### src/rtl/nn_axi_pkg.sv
// ---------------------------------------------------------------------------
// nn_axi_pkg
//
// Shared definitions for the NN accelerator AXI4-Lite register block:
//   - byte offsets of every register in the 32-byte map
//   - the word index (byte offset bits [4:2]) the decoder actually compares
//   - AXI response code
//   - write/read channel state encodings
// ---------------------------------------------------------------------------
package nn_axi_pkg;

    // Byte offsets of the register map.
    localparam logic [4:0] ADDR_WEIGHT = 5'h00;
    localparam logic [4:0] ADDR_BIAS   = 5'h04;
    localparam logic [4:0] ADDR_RESULT = 5'h08;
    localparam logic [4:0] ADDR_LAYER  = 5'h0C;
    localparam logic [4:0] ADDR_NEURON = 5'h10;
    localparam logic [4:0] ADDR_NOUT   = 5'h14;
    localparam logic [4:0] ADDR_STATUS = 5'h18;
    localparam logic [4:0] ADDR_CTRL   = 5'h1C;

    // Word indices; the byte lanes [1:0] never take part in decode.
    localparam logic [2:0] IDX_WEIGHT = ADDR_WEIGHT[4:2];
    localparam logic [2:0] IDX_BIAS   = ADDR_BIAS[4:2];
    localparam logic [2:0] IDX_RESULT = ADDR_RESULT[4:2];
    localparam logic [2:0] IDX_LAYER  = ADDR_LAYER[4:2];
    localparam logic [2:0] IDX_NEURON = ADDR_NEURON[4:2];
    localparam logic [2:0] IDX_NOUT   = ADDR_NOUT[4:2];
    localparam logic [2:0] IDX_STATUS = ADDR_STATUS[4:2];
    localparam logic [2:0] IDX_CTRL   = ADDR_CTRL[4:2];

    localparam logic [1:0] RESP_OKAY = 2'b00;

    // Write channel: idle -> accept (awready/wready high) -> response (bvalid high).
    typedef enum logic [1:0] {
        WR_IDLE   = 2'd0,
        WR_ACCEPT = 2'd1,
        WR_RESP   = 2'd2
    } wr_state_t;

    // Read channel: idle -> accept (arready high) -> data (rvalid high).
    typedef enum logic [1:0] {
        RD_IDLE   = 2'd0,
        RD_ACCEPT = 2'd1,
        RD_DATA   = 2'd2
    } rd_state_t;

    // Word index of a byte address.
    function automatic logic [2:0] reg_index(input logic [4:0] byte_addr);
        return byte_addr[4:2];
    endfunction

endpackage

### src/rtl/nn_axi_lite_slave.sv
// ---------------------------------------------------------------------------
// nn_axi_lite_slave
//
// AXI4-Lite responder that owns the NN accelerator register map.
//
// Ports:
//   s_axi_aclk / s_axi_aresetn   clock, asynchronous active-low reset
//   s_axi_aw* / s_axi_w* / s_axi_b*   write address, data and response channels
//   s_axi_ar* / s_axi_r*              read address and data channels
//   weightValid / weightValue    one-cycle strobe + weight word (offset 0x00)
//   biasValid / biasValue        one-cycle strobe + bias word (offset 0x04)
//   config_layer_num             layer select (offset 0x0C, R/W)
//   config_neuron_num            neuron select (offset 0x10, R/W)
//   softReset                    one-cycle strobe on control write bit0 (0x1C)
//   result / result_valid        classification result from the max-finder
//   neuron_out                   flat final-layer outputs, neuron 0 in LSBs
//   intr                         level interrupt: a result is pending
//   dbg_wr_state / dbg_rd_state  current write / read channel state
//
// Handshake semantics: a transfer on any channel happens on the rising edge
// where both valid and ready are high. This block raises awready/wready
// (together) or arready for exactly one cycle, one cycle after it sees the
// request, and expects the master to hold valid and payload until then.
// bvalid/rvalid, once raised, stay high with stable payload until the master
// samples bready/rready high. A new write is not taken while bvalid is high,
// and a new read is not taken while rvalid is high. The two channels are
// fully independent.
// ---------------------------------------------------------------------------
module nn_axi_lite_slave
    import nn_axi_pkg::*;
#(
    parameter int C_S_AXI_DATA_WIDTH = 32,
    parameter int C_S_AXI_ADDR_WIDTH = 5,
    parameter int DATA_WIDTH         = 16,
    parameter int NUM_OUT            = 10
) (
    input  logic                            s_axi_aclk,
    input  logic                            s_axi_aresetn,
    // write address channel
    input  logic [C_S_AXI_ADDR_WIDTH-1:0]   s_axi_awaddr,
    input  logic [2:0]                      s_axi_awprot,
    input  logic                            s_axi_awvalid,
    output logic                            s_axi_awready,
    // write data channel
    input  logic [C_S_AXI_DATA_WIDTH-1:0]   s_axi_wdata,
    input  logic [3:0]                      s_axi_wstrb,
    input  logic                            s_axi_wvalid,
    output logic                            s_axi_wready,
    // write response channel
    output logic [1:0]                      s_axi_bresp,
    output logic                            s_axi_bvalid,
    input  logic                            s_axi_bready,
    // read address channel
    input  logic [C_S_AXI_ADDR_WIDTH-1:0]   s_axi_araddr,
    input  logic [2:0]                      s_axi_arprot,
    input  logic                            s_axi_arvalid,
    output logic                            s_axi_arready,
    // read data channel
    output logic [C_S_AXI_DATA_WIDTH-1:0]   s_axi_rdata,
    output logic [1:0]                      s_axi_rresp,
    output logic                            s_axi_rvalid,
    input  logic                            s_axi_rready,
    // configuration outputs
    output logic                            weightValid,
    output logic [DATA_WIDTH-1:0]           weightValue,
    output logic                            biasValid,
    output logic [C_S_AXI_DATA_WIDTH-1:0]   biasValue,
    output logic [C_S_AXI_DATA_WIDTH-1:0]   config_layer_num,
    output logic [C_S_AXI_DATA_WIDTH-1:0]   config_neuron_num,
    output logic                            softReset,
    // result inputs
    input  logic [C_S_AXI_DATA_WIDTH-1:0]   result,
    input  logic                            result_valid,
    input  logic [NUM_OUT*DATA_WIDTH-1:0]   neuron_out,
    output logic                            intr,
    // state visibility
    output logic [1:0]                      dbg_wr_state,
    output logic [1:0]                      dbg_rd_state
);

    localparam int IDX_W = (NUM_OUT > 1) ? $clog2(NUM_OUT) : 1;
    localparam logic [IDX_W-1:0] IDX_LAST = IDX_W'(NUM_OUT - 1);

    wr_state_t wr_state, wr_state_next;
    rd_state_t rd_state, rd_state_next;

    logic                          wr_fire;
    logic                          rd_fire;
    logic [2:0]                    wr_idx;
    logic [2:0]                    rd_idx;
    logic                          ctrl_clear;
    logic                          result_read;
    logic [IDX_W-1:0]              out_idx;
    logic [C_S_AXI_DATA_WIDTH-1:0] result_q;
    logic [DATA_WIDTH-1:0]         nout_word;
    logic [C_S_AXI_DATA_WIDTH-1:0] rd_mux;

    // Protection bits and byte strobes carry no meaning for this map.
    logic unused_inputs;
    assign unused_inputs = ^{s_axi_awprot, s_axi_arprot, s_axi_wstrb};

    assign wr_idx = reg_index(s_axi_awaddr[4:0]);
    assign rd_idx = reg_index(s_axi_araddr[4:0]);

    assign s_axi_bresp  = RESP_OKAY;
    assign s_axi_rresp  = RESP_OKAY;
    assign dbg_wr_state = wr_state;
    assign dbg_rd_state = rd_state;

    // ------------------------------------------------------------------
    // Write channel FSM
    // ------------------------------------------------------------------
    always_ff @(posedge s_axi_aclk or negedge s_axi_aresetn) begin
        if (!s_axi_aresetn) begin
            wr_state <= WR_IDLE;
        end else begin
            wr_state <= wr_state_next;
        end
    end

    always_comb begin
        wr_state_next = wr_state;
        s_axi_awready = 1'b0;
        s_axi_wready  = 1'b0;
        s_axi_bvalid  = 1'b0;
        wr_fire       = 1'b0;
        case (wr_state)
            WR_IDLE: begin
                // Address and data must both be present; one alone waits.
                if (s_axi_awvalid && s_axi_wvalid) begin
                    wr_state_next = WR_ACCEPT;
                end
            end
            WR_ACCEPT: begin
                s_axi_awready = 1'b1;
                s_axi_wready  = 1'b1;
                wr_fire       = s_axi_awvalid && s_axi_wvalid;
                // A master that withdrew its request gets nothing.
                wr_state_next = wr_fire ? WR_RESP : WR_IDLE;
            end
            WR_RESP: begin
                s_axi_bvalid = 1'b1;
                if (s_axi_bready) begin
                    wr_state_next = WR_IDLE;
                end
            end
            default: begin
                wr_state_next = WR_IDLE;
            end
        endcase
    end

    // ------------------------------------------------------------------
    // Read channel FSM
    // ------------------------------------------------------------------
    always_ff @(posedge s_axi_aclk or negedge s_axi_aresetn) begin
        if (!s_axi_aresetn) begin
            rd_state <= RD_IDLE;
        end else begin
            rd_state <= rd_state_next;
        end
    end

    always_comb begin
        rd_state_next = rd_state;
        s_axi_arready = 1'b0;
        s_axi_rvalid  = 1'b0;
        rd_fire       = 1'b0;
        case (rd_state)
            RD_IDLE: begin
                if (s_axi_arvalid) begin
                    rd_state_next = RD_ACCEPT;
                end
            end
            RD_ACCEPT: begin
                s_axi_arready = 1'b1;
                rd_fire       = s_axi_arvalid;
                rd_state_next = rd_fire ? RD_DATA : RD_IDLE;
            end
            RD_DATA: begin
                s_axi_rvalid = 1'b1;
                if (s_axi_rready) begin
                    rd_state_next = RD_IDLE;
                end
            end
            default: begin
                rd_state_next = RD_IDLE;
            end
        endcase
    end

    // ------------------------------------------------------------------
    // Write decode: register and strobe updates land in the first bvalid
    // cycle, because they are loaded on the handshake edge.
    // ------------------------------------------------------------------
    assign ctrl_clear = wr_fire && (wr_idx == IDX_CTRL) && s_axi_wdata[0];

    always_ff @(posedge s_axi_aclk or negedge s_axi_aresetn) begin
        if (!s_axi_aresetn) begin
            weightValid       <= 1'b0;
            weightValue       <= '0;
            biasValid         <= 1'b0;
            biasValue         <= '0;
            config_layer_num  <= '0;
            config_neuron_num <= '0;
            softReset         <= 1'b0;
        end else begin
            weightValid <= 1'b0;
            biasValid   <= 1'b0;
            softReset   <= ctrl_clear;
            if (wr_fire) begin
                case (wr_idx)
                    IDX_WEIGHT: begin
                        weightValue <= s_axi_wdata[DATA_WIDTH-1:0];
                        weightValid <= 1'b1;
                    end
                    IDX_BIAS: begin
                        biasValue <= s_axi_wdata;
                        biasValid <= 1'b1;
                    end
                    IDX_LAYER:  config_layer_num  <= s_axi_wdata;
                    IDX_NEURON: config_neuron_num <= s_axi_wdata;
                    // Read-only and control offsets leave these registers alone.
                    default: ;
                endcase
            end
        end
    end

    // ------------------------------------------------------------------
    // Result latch, interrupt and neuron-output read pointer
    // ------------------------------------------------------------------
    assign result_read = rd_fire && (rd_idx == IDX_RESULT);

    always_ff @(posedge s_axi_aclk or negedge s_axi_aresetn) begin
        if (!s_axi_aresetn) begin
            result_q <= '0;
            intr     <= 1'b0;
            out_idx  <= '0;
        end else begin
            if (result_valid) begin
                result_q <= result;
            end

            // A fresh result outranks any clear arriving in the same cycle,
            // so the host can never lose a pending notification.
            if (result_valid) begin
                intr <= 1'b1;
            end else if (result_read || ctrl_clear) begin
                intr <= 1'b0;
            end

            if (result_valid || ctrl_clear) begin
                out_idx <= '0;
            end else if (rd_fire && (rd_idx == IDX_NOUT)) begin
                out_idx <= (out_idx == IDX_LAST) ? '0 : out_idx + IDX_W'(1);
            end
        end
    end

    // ------------------------------------------------------------------
    // Read data path
    // ------------------------------------------------------------------
    always_comb begin
        nout_word = '0;
        for (int i = 0; i < NUM_OUT; i++) begin
            if (out_idx == IDX_W'(i)) begin
                nout_word = neuron_out[i*DATA_WIDTH +: DATA_WIDTH];
            end
        end
    end

    always_comb begin
        rd_mux = '0;
        case (rd_idx)
            IDX_RESULT: rd_mux = result_q;
            IDX_LAYER:  rd_mux = config_layer_num;
            IDX_NEURON: rd_mux = config_neuron_num;
            IDX_NOUT:   rd_mux = {{(C_S_AXI_DATA_WIDTH-DATA_WIDTH){nout_word[DATA_WIDTH-1]}},
                                  nout_word};
            IDX_STATUS: rd_mux = {{(C_S_AXI_DATA_WIDTH-2){1'b0}}, (out_idx != '0), intr};
            default:    rd_mux = '0;
        endcase
    end

    // rdata only loads on the address handshake, so it stays frozen for the
    // whole time rvalid is high.
    always_ff @(posedge s_axi_aclk or negedge s_axi_aresetn) begin
        if (!s_axi_aresetn) begin
            s_axi_rdata <= '0;
        end else if (rd_fire) begin
            s_axi_rdata <= rd_mux;
        end
    end

endmodule

### config.mk
export PLATFORM = sky130hd
export DESIGN_NAME = nn_axi_lite_slave
export DESIGN_NICKNAME = d
export VERILOG_FILES = /design/src/rtl/nn_axi_pkg.sv /design/src/rtl/nn_axi_lite_slave.sv
export SDC_FILE = /design/constraint.sdc
export NUM_CORES = 1
export LEC_CHECK = 0
export BUFFER_PORTS_ARGS = -buffer_cell sky130_fd_sc_hd__buf_2
export CAP_MARGIN = 25
export CORE_MARGIN = 4
export CORE_UTILIZATION = 40
export CTS_BUF_LIST = sky130_fd_sc_hd__clkbuf_8 sky130_fd_sc_hd__clkbuf_16
export CTS_CLUSTER_SIZE = 12
export DETAILED_ROUTE_END_ITERATION = 16
export HOLD_SLACK_MARGIN = 0.06
export PLACE_DENSITY = 0.75
export SLEW_MARGIN = 25
export SYNTH_ARGS = -nofsm -noshare
export SYNTH_HDL_FRONTEND = slang
export SYNTH_SLANG_ARGS = --single-unit
export TNS_END_PERCENT = 100
### constraint.sdc
create_clock -name s_axi_aclk -period 6 [get_ports s_axi_aclk]
set_clock_uncertainty 0.2 [all_clocks]
set_input_delay 1.8 -clock s_axi_aclk [delete_from_list [all_inputs] [get_ports s_axi_aclk]]
set_output_delay 1.8 -clock s_axi_aclk [all_outputs]
set_load 0.05 [all_outputs]
=== Word level (Yosys, flattened, before mapping) ===
Index checks and enable logic that the tools add are counted.

* Bits in registers: 188
* Bits in latches: 0
* Memory bits (writable): 0
* Bits in read-only memories: 0
* Output and inout port bits: 161
* Logic and storage cells: 94
* Memories kept: 0

* Add/sub/neg operators: 1
* Multipliers: 0
* Divide/modulo/power cells: 0
* Order comparisons: 0
* Eq/ne operators: 26
* Shift operators: 0
* Mux-type cells: 34
* Bitwise operators: 0
* Reductions and logical operators: 20

{| class="wikitable"
|+ Operators with widths
! operator !! count
|-
| $mux 16 || 10
|-
| $pmux 32 s5 || 1
|-
| $eq 4x3->1 const B || 4
|-
| $eq 3x3->1 const B || 5
|-
| $mux 1 || 12
|-
| $mux 2 || 6
|-
| $mux 4 || 3
|-
| $pmux 2 s3 || 2
|-
| $reduce_and 2->1 || 6
|-
| $eq 3x2->1 const B || 3
|-
| $eq 4x2->1 const B || 2
|-
| $eq 4x4->1 const B || 2
|-
| $ne 2x2->1 const B || 4
|-
| $logic_and 1x1->1 || 5
|-
| $add 4x1->4 const B || 1
|-
| $eq 2x1->1 const B || 2
|-
| $eq 2x2->1 const B || 2
|-
| $eq 4x1->1 const B || 1
|-
| $logic_not 2->1 || 2
|-
| $logic_not 4->1 || 1
|-
| $reduce_bool 2->1 || 2
|-
| $reduce_bool 4->1 || 1
|-
| $eq 3x1->1 const B || 1
|-
| $logic_not 3->1 || 1
|-
| $logic_or 1x1->1 || 2
|}

=== Depth between registers and ports, before layout ===
Gate-level depths: netlist of run 1.

* Word-level depth: 12
* Mapped depth: 9
* Gate-level depth less buffers: 5

=== Worst setup path after synthesis of run 1 ===
Ideal clock, no wire load.

* Path kind: reg2out
* From: reg wr_state[0], in the netlist dbg_wr_state[0]
* To: out s_axi_wready
* Arrival: 1.842 ns
* Path slack: 2.158 ns
* Cell stages (with the launch flop): 3
* Buffers on the path: 1
* Path through: dfrtp_1 -> nor2b_1 -> buf_4

* Cells in the longest elaborated chain, start to end: 2

{| class="wikitable"
|+ RTL lines
! item !! line !! RTL
|-
| start, declared || nn_axi_lite_slave.sv:84 || <nowiki>wr_state_t wr_state, wr_state_next;</nowiki>
|-
| start signal, assigned || nn_axi_lite_slave.sv:117 || <nowiki>wr_state <= wr_state_next;</nowiki>
|-
| $eq 2x1->1 || -- ||
|-
| $mux 1 || -- ||
|-
| end, declared || nn_axi_lite_slave.sv:48 || <nowiki>output logic s_axi_wready,</nowiki>
|}

Every way passes these cells.

=== Worst setup path in the final report of run 1 ===
* From: in s_axi_araddr[2]
* To: reg s_axi_rdata[11]

* Cells in the longest elaborated chain, start to end: 2
* Elaborated cells between the ends (all ways): 6
* Those cells by class: eq/ne (5); mux (1)

{| class="wikitable"
|+ RTL lines
! item !! line !! RTL
|-
| start, declared || nn_axi_lite_slave.sv:54 || <nowiki>input logic [C_S_AXI_ADDR_WIDTH-1:0] s_axi_araddr,</nowiki>
|-
| $eq 3x3->1 or $eq 3x2->1 (tied branches) || nn_axi_lite_slave.sv:275 || <nowiki>case (rd_idx)</nowiki>
|-
| $pmux 32 s5 (*) || nn_axi_lite_slave.sv:275 ||
|-
| end signal, assigned || nn_axi_lite_slave.sv:292 || <nowiki>s_axi_rdata <= rd_mux;</nowiki>
|-
| end, declared || nn_axi_lite_slave.sv:59 || <nowiki>output logic [C_S_AXI_DATA_WIDTH-1:0] s_axi_rdata,</nowiki>
|}

Mark *: on every way between the ends. The rest lies on a longest branch, timed or not.
A chain may end at the register's enable or synchronous reset.

==> impl_results.md, run 1 <==
* HP Class: flip-flop to flip-flop
* CTS Buf Count at 17
* Outcome: finished clean
* DIE AREA at around 27,000 sq um
* Max-cap violation count at 0
* Top-count cell post-synth: dfrtp_1
* Hold EP: dbg_wr_state[0]
* Starting DRT DRC Count at approximately 870
* Routability congestion estimate from global placement at ~0.9
* H-tree depth at 4
* Cell Area, Placed at 11,900 sq um
* Sw Share at 0.371
* Final instance area at roughly 13,000 sq um
* Final Cycle Share at 0.661
* NetSw at approximately 1.3 mW
* Logic pwr share at 0.273
* Clock network fraction of design power at 0.316
* Relative slew slack at 0.318
* Cts hold-fix bufs at 0
* Cells after DPL at approximately 1,500
* DRT Wirelength at approximately 35 mm
* Leakage power at roughly 6.3 nW
* ANT nets after route at 0
* DR WL/cell at around 23 um
* Synthesized instance count at around 900
* Critical path, cell by cell: buf_2 -> buf_4 -> nor3b_2 -> buf_4 -> a21oi_1 -> o21ai_0 -> a311o_1
* Final min period at a little under 4 ns
* CP startpoint kind: input port
* Root Driver: clkbuf_16
* Die width at about 160 um
* Final cell count without fillers at 1,570
* CTS max path bufs at 2
* Synth cell types at between 60 and 70
* FP Rows at 56
* Multiplexer area fraction after synthesis at 0.219
* Initial antenna violation count at 7
* Critical Path AT at about 4.1 ns
* HP Start: dbg_wr_state[0]
* Reg2reg start: out_idx[0]
* Worst r2r path cells at 6
* Largest net degree at the start of global routing at 116
* Largest cells by area after synthesis: dfrtp_1 (48%), mux2_2 (17%), mux2i_1 (4.5%)
* Sequential power share at 0.411
* Router iterations before antenna repair at 8
* Total gr overflow at 0
* Hold Slack at 0.283 ns
* Fillers at about 2,100
* Synthesized area per cell at 11.1 sq um
* FFs w/ async S/R, synth at 1.00
* Largest family of logic cells by synthesized area: multiplexers
* Critical Path RT at 6.11 ns
* DRC viols at 0
* Via count at about 8,700
* Synth top cells by count: dfrtp_1 (188), mux2_2 (144), nand2_1 (67), o21ai_0 (65), mux2i_1 (44)
* Register area share after synthesis at 0.485
* Main flop type after synthesis: dfrtp_1
* Yosys top cell area share at 0.485
* Final setup fails at 0
* Core Footprint at between 20,000 and 25,000 sq um
* Vias in the first global route at just under 9,000
* Dpl hpwl at between 20 and 30 mm
* Flop2flop setup slack at roughly 2.5 ns
* EDFF count, synth at 0
* Vias/cell at 5.57
* Slew Viols, Final at 0
* Area leader, netlist: dfrtp_1
* RSZ-0062 raised after global routing: false
* Worst VDD drop at 0.186 mV
* Synth Area in XOR/XNOR at 0.00180
* Layout area overhead at 29.1%
* Slowest CP cell: buf_2
* YS warnings at 0
* Die height at 164 um
* Pin slew with the least headroom to its limit at roughly 1 ns
* Clock sink total at 188
* WHS Path Cells at 1
* # IOs at just over 400
* Seq cells post-synth at approximately 190
* Post-CTS Repair Setup Buffers at 0
* Total negative setup slack at 0 ns
* Final hold viol count at 0
* Critical setup path kind: input port to flip-flop
* Share of cells above drive strength 1 at 0.484
* Initial core utilization at 0.410
* Post-synthesis compound-gate area fraction at 0.167
* Critical Path End Type: flip-flop
* Synth Area in Simple Gates at 0.0857
* Clk_lat worst skew at approximately 0.42 ns
* Nets at about 1,500
* IO buf count at just under 400
* Critical path's most frequent cell: buf_4
* Post-Synth Adder-Cell Area at 0
* CP max stage delay at 0.53 ns
* First-pass GRT wire length at approximately 52 mm
* CTS clk-pin slew, worst paths at around 0.07 ns
* Internal at 2.29 mW
* CP max FO at 31
* Total track usage at 0.254
* Pwr Density at slightly below 300 nW/um^2
* PostCTS Resize Cnt at 0
* Max Clk Rate at around 250 MHz
* Post-Syn Area at 9710 sq um
* TritonCTS clock tree: built
* RR Endpoint: s_axi_rdata[20]
## cell families after synthesis
family	count (synthesis)
XOR/XNOR	2
buffers and inverters	84
flip-flops	188
multiplexers	194
AO/OA/AOI/OAI	243
AND/OR/NAND/NOR	164
other	1
## metrics by stage
| step | util | power, mW | setup slack (ns) |
|---|---|---|---|
| 2_1_floorplan | - | 2.17 | 2.16 |
| 4_1_cts | 0.528 | 3.67 | 2.08 |
| 3_5_place_dp | 0.503 | 2.52 | 1.61 |
| 5_1_grt | 0.529 | 3.79 | 1.81 |
| 6_report | 0.529 | 3.64 | 2.03 |
| 3_3_place_gp | 0.501 | 2.50 | 1.61 |
## cell usage in the layout, fill, tap and decap left out, types with 9 or more instances in the layout
master	n
nand3_1	9
a221oi_1	13
nand2_1	67
o31ai_1	20
a21oi_1	30
dfrtp_1	186
clkbuf_16	17
o21ai_1	25
nor2_1	32
mux2_2	144
mux2i_1	44
inv_1	11
o21ai_0	65
a22oi_1	15
a211oi_1	20
buf_4	10
buf_2	393
## sequential cells by signal, indices dropped and copies added, names as in the netlist
register / flops
biasValid: 1
biasValue: 32
config_layer_num: 32
config_neuron_num: 32
dbg_rd_state: 2
dbg_wr_state: 2
intr: 1
out_idx: 4
result_q: 32
s_axi_rdata: 32
softReset: 1
weightValid: 1
weightValue: 16
## worst max-delay path by stage
stage	to	from	slack [ns]	cells past startpoint
final	s_axi_rdata[11]	s_axi_araddr[2]	2.03	7
after detailed placement	s_axi_rdata[6]	s_axi_araddr[2]	1.61	7
after global placement	s_axi_rdata[11]	s_axi_araddr[2]	1.61	7
after CTS	s_axi_rdata[11]	s_axi_araddr[2]	2.08	7
after floorplan	s_axi_wready	dbg_wr_state[0]	2.16	2
after global routing	s_axi_rdata[8]	s_axi_arvalid	1.81	5
## per-layer routing
layer	up-vias	share of wire	global-route usage
met5	-	0.00023	0
met4	2	0.035	0.0923
met3	63	0.064	0.0477
met2	387	0.50	0.439
met1	4313	0.40	0.318
li1	3979	-	-
## power by group through the flow
stage	sequential (mW)	combinational, mW	clock, mW
after floorplan	1.93	0.243	0
after global placement	1.51	0.986	0
after detailed placement	1.52	1.00	0
after CTS	1.50	1.00	1.18
after global routing	1.52	1.05	1.23
final	1.50	0.995	1.15
## final cells by class
| class | instances | area [sq um] | area share |
|---|---|---|---|
| Tap cell | 319 | 399 | 0.0319 |
| Clock buffer | 17 | 425 | 0.0340 |
| Multi-Input combinational cell | 607 | 4650 | 0.371 |
| Antenna cell | 6 | 15.0 | 0.00120 |
| Clock inverter | 15 | 183 | 0.0146 |
| Sequential cell | 188 | 4710 | 0.376 |
| Inverter | 12 | 45.0 | 0.00360 |
| Timing Repair Buffer | 406 | 2100 | 0.168 |
## critical path: cells and delay by family
| kind | cells | cell delay [ns] |
|---|---|---|
| buffers and inverters | 3 | 1.25 |
| AOI/OAI and AO/OA | 3 | 0.89 |
| and+or+nand+nor | 1 | 0.08 |
Note: power is estimated with default switching activity, not from simulation.
==> run 2, diff against run 1 <==
Clock period 6 ns to 3.91 ns, I/O delays scaled along.
==> impl_results.md, run 2 (synthesis gave the netlist of run 1 again) <==
* DRC viols at 0
* Total gr overflow at 0
* Root Driver: clkbuf_16
* Initial antenna violation count at 9
* Total negative setup slack at 0 ns
* CTS Buf Count at 17
* Final min period at a little over 3 ns
* RSZ-0062 raised after global routing: false
* Commonest non-fill, non-tap cell in the layout: buf_2
* Die width at 164 um
* Critical Path RT at just over 4 ns
* Metal3 WL at approximately 2.5 mm
* Overall power at approximately 5.5 mW
* Pwr Density at 438 nW/um^2
* Metal2 WL at about 18 mm
* Logic pwr share at 0.278
* Leakage power at approximately 6.4 nW
* Nets at 1,499
* NetSw at between 2 and 2.5 mW
* CTS max path bufs at 2
* IO buf count at just under 400
* M1 wire length at ~14 mm
* Critical setup path kind: flip-flop to flip-flop
* TritonCTS clock tree: built
* Clock sink total at ~190
* Top layer in use: met5
* Pin slew with the least headroom to its limit at 0.929 ns
* First-pass GRT wire length at between 50 and 60 mm
* Sw Share at 0.372
* Vias in the first global route at 9,069
* Max Clk Rate at around 320 MHz
* Most frequent cells in the layout: buf_2 (393), dfrtp_1 (186), mux2_2 (144), nand2_1 (67), o21ai_0 (65)
* Sequential power share at 0.417
* HP Class: flip-flop to flip-flop
* Critical Path End Type: flip-flop
* Dpl ws at 0.674 ns
* Cts hold-fix bufs at 0
* Initial core utilization at 0.410
* Critical Path AT at 3.25 ns
* Die height at between 150 and 200 um
* Final Cycle Share at 0.791
* Clk_lat worst skew at ~0.43 ns
* Outcome: finished clean
* Starting DRT DRC Count at ~800
* Vias/cell at around 5.6
* Internal at about 3.5 mW
* DR WL/cell at 22.6 um
* Total track usage at 0.258
* Router iterations before antenna repair at 7
* PostCTS Resize Cnt at 0
* Post-CTS Repair Setup Buffers at 0
* DRT Wirelength at around 36 mm
* Dpl hpwl at approximately 27 mm
* Multi-input gate area at approximately 4600 sq um
* Cells after DPL at 1,547
* Fillers at 2,151
* ANT nets after route at 0
* # IOs at 413
* CP max FO at 28
* CTS clk-pin slew, worst paths at about 0.07 ns
* CP startpoint kind: flip-flop
* Slew Viols, Final at 0
* Layout area overhead at 29.8%
* Flop2flop setup slack at a little over 0.8 ns
* Clock network fraction of design power at 0.306
* Max-cap violation count at 0
* Final setup fails at 0
* Final cell count without fillers at 1,587
* Share of cells above drive strength 1 at 0.489
* Final setup margin at just over 0.8 ns
* Final hold viol count at 0
* H-tree depth at 4
* DIE AREA at roughly 27,000 sq um
* FP Rows at 56
* Hold Slack at 0.293 ns
* Worst VDD drop at approximately 0.28 mV
* Relative slew slack at 0.380
* Core Footprint at 23,700 sq um
* Routability congestion estimate from global placement at a little under 0.9
* FF+latch area at around 4700 sq um
* Via count at 8,905
* Largest net degree at the start of global routing at 78
## run 2: changes by cell type in the layout (fill, tap and decap cells not counted)
| cell | before | now |
|---|---|---|
| clkinv_8 | 4 | 0 |
| buf_12 | 1 | 3 |
| nor3_2 | 2 | 1 |
| buf_16 | 1 | 0 |
| bufinv_16 | 1 | 0 |
| clkbuf_8 | 1 | 2 |
| nor3_1 | 6 | 7 |
| buf_4 | 10 | 24 |
| clkinv_4 | 2 | 1 |
| diode_2 | 6 | 8 |
| clkinv_2 | 1 | 3 |
| inv_8 | 2 | 5 |
## run 2: per-stage QoR
stage	util	instance area, sq um
finish	0.532	12600
global route	0.532	12600
CTS	0.531	12600
detailed placement	0.507	12000
global placement	0.507	12000
floorplan	-	9720
## run 2: critical path, stage by stage, from the launching register on
cell and delay (ns):
dfrtp_2 0.60, or4bb_1 0.91, o22ai_4 0.20, buf_4 0.26, or2_1 0.55, a211oi_1 0.13
o21ai_1 0.16
## run 2: cell type report
cell class | instances | area share
sequential | 188 | 0.374
timing repair buffer | 421 | 0.176
multi-input combinational | 607 | 0.369
clock buffer | 18 | 0.0349
tap | 319 | 0.0317
antenna | 8 | 0.00159
clock inverter | 14 | 0.00973
inverter | 12 | 0.00357
## run 2: routing by layer
metal / track usage / vias to the layer above
met5: 0 / -
met4: 0.111 / 2
met3: 0.0550 / 71
met2: 0.435 / 404
met1: 0.322 / 4422
li1: - / 4006
## run 2: final timing paths
path / startpoint / endpoint / cells past startpoint
worst max-delay path: out_idx[1] / s_axi_rdata[19] / 6
worst min-delay path: weightValue[8] / weightValue[8] / 1
worst max register to register: out_idx[1] / s_axi_rdata[19] / 6
worst min register to register: weightValue[8] / weightValue[8] / 1
max in group asynchronous: s_axi_aresetn / config_neuron_num[20] / 2
min in group asynchronous: s_axi_aresetn / s_axi_rdata[23] / 1
## run 2: power by group through the flow
stage	combinational, mW	sequential (mW)	clock, mW
after floorplan	0.373	2.96	0
after global placement	1.52	2.32	0
after detailed placement	1.54	2.33	0
after CTS	1.55	2.30	1.71
after global routing	1.61	2.33	1.79
final	1.53	2.30	1.69
==> run 3, diff against run 2 <==
Clock period 3.91 ns to 3 ns, I/O delays scaled along.
==> impl_results.md, run 3 (synthesis gave the netlist of run 1 again) <==
* Worst VDD drop at roughly 0.38 mV
* Pwr Density at 588 nW/um^2
* Sequential power share at 0.397
* Initial core utilization at 0.410
* Final Cycle Share at 0.873
* Max-cap violation count at 0
* Starting DRT DRC Count at approximately 810
* Pin slew with the least headroom to its limit at roughly 0.90 ns
* DRC viols at 0
* Clk_lat worst skew at approximately 0.43 ns
* Die width at between 150 and 200 um
* Share of cells above drive strength 1 at 0.495
* TritonCTS clock tree: built
* IO buf count at approximately 400
* PostCTS Resize Cnt at 0
* Outcome: finished clean
* FP Rows at 56
* First-pass GRT wire length at between 50 and 60 mm
* Final min period at between 2 and 3 ns
* Via count at 8,904
* Total track usage at 0.257
* Critical setup path kind: flip-flop to flip-flop
* RSZ-0062 raised after global routing: false
* HP Class: input port to async pin
* Die height at between 150 and 200 um
* CP max FO at 17
* Layout area overhead at 32.6%
* NetSw at approximately 2.6 mW
* Nets at 1,513
* CTS Buf Count at 17
* Overall power at around 7.6 mW
* Final instance area at 12,900 sq um
* Cts hold-fix bufs at 0
* Final hold viol count at 0
* Commonest non-fill, non-tap cell in the layout: buf_2
* # IOs at between 400 and 500
* Most frequent cells in the layout: buf_2 (393), dfrtp_1 (186), mux2_2 (144), nand2_1 (67), o21ai_0 (65)
* Vias in the first global route at approximately 9,000
* CTS clk-pin slew, worst paths at around 0.07 ns
* Critical Path RT at 3.14 ns
* Fillers at 2,116
* Clock network fraction of design power at 0.338
* Logic pwr share at 0.265
* Internal at 4.93 mW
* H-tree depth at 4
* Total gr overflow at 0
* Critical Path AT at ~2.8 ns
* Clock sink total at around 190
* Core Footprint at about 24,000 sq um
* Total negative setup slack at 0 ns
* DR WL/cell at 22.2 um
* Slew Viols, Final at 0
* Post-CTS Repair Setup Buffers at 0
* CTS max path bufs at 2
* Routability congestion estimate from global placement at ~0.89
* ANT nets after route at 0
* Hold Slack at roughly 0.11 ns
* Critical Path End Type: flip-flop
* Root Driver: clkbuf_16
* Largest net degree at the start of global routing at 87
* Dpl hpwl at ~27 mm
* Vias/cell at approximately 5.6
* Final core utilization at 0.544
* CP startpoint kind: flip-flop
* Initial antenna violation count at 6
* DIE AREA at ~27,000 sq um
* Leakage power at about 6.6 nW
* Router iterations before antenna repair at 7
* Max Clk Rate at about 380 MHz
* DRT Wirelength at approximately 35 mm
* Final setup fails at 0
* Sw Share at 0.349
* Cell Area, Placed at ~12,000 sq um
* Relative slew slack at 0.398
-- run 3: layer usage --
| layer | track usage | share of wire | routed length (um) | vias to the layer above |
|---|---|---|---|---|
| met5 | 0 | 0.00037 | 13 | - |
| met4 | 0.0915 | 0.034 | 1200 | 2 |
| met3 | 0.0522 | 0.070 | 2500 | 70 |
| met2 | 0.443 | 0.50 | 17800 | 429 |
| met1 | 0.319 | 0.39 | 14000 | 4363 |
| li1 | - | - | - | 4040 |
-- run 3: area by class of cell --
class / instances / area (sq um) / area share
repair buffers: 435 / 2390 / 0.186
well taps: 319 / 399 / 0.0310
diodes: 7 / 17.5 / 0.00136
clock buffers: 18 / 439 / 0.0341
multi-input cells: 607 / 4650 / 0.361
flip-flops and latches: 188 / 4710 / 0.366
inverters: 12 / 45.0 / 0.00350
clock inverters: 14 / 225 / 0.0175
-- run 3: worst max-delay path, cell delays in order (launching register included) --
cell,delay (ns)
dfrtp_1,0.45
buf_4,0.24
buf_4,0.25
nor3b_2,0.52
a21oi_1,0.08
o22ai_1,0.22
buf_4,0.28
a211oi_1,0.11
o21ai_1,0.17
-- run 3: final timing paths --
check                                 from         endpoint  slack (ns)  cells past startpoint
max in group asynchronous    s_axi_aresetn       out_idx[1]        1.78                      2
min reg2reg                dbg_wr_state[0]  dbg_wr_state[0]        0.28                      1
min                          s_axi_aresetn  s_axi_rdata[21]        0.11                      1
max                             out_idx[2]  s_axi_rdata[15]        0.38                      8
max reg2reg                     out_idx[2]  s_axi_rdata[15]        0.38                      8
min in group s_axi_aclk    dbg_wr_state[0]  dbg_wr_state[0]        0.28                      1
-- run 3: per-stage QoR --
step | setup slack [ns] | std cells
after CTS | 0.436 | 1593
after global routing | 0.246 | 1598
after floorplan | 0.134 | 879
final | 0.380 | 1600
after global placement | 0.311 | 1561
after detailed placement | 0.242 | 1561
-- run 3: power groups by stage --
stage	clock network, mW	logic, mW	registers (mW)
after floorplan	0	0.486	3.86
after global placement	0	1.99	3.03
after detailed placement	0	2.01	3.05
after CTS	2.61	2.02	3.00
after global routing	2.73	2.11	3.04
final	2.56	2.01	3.00
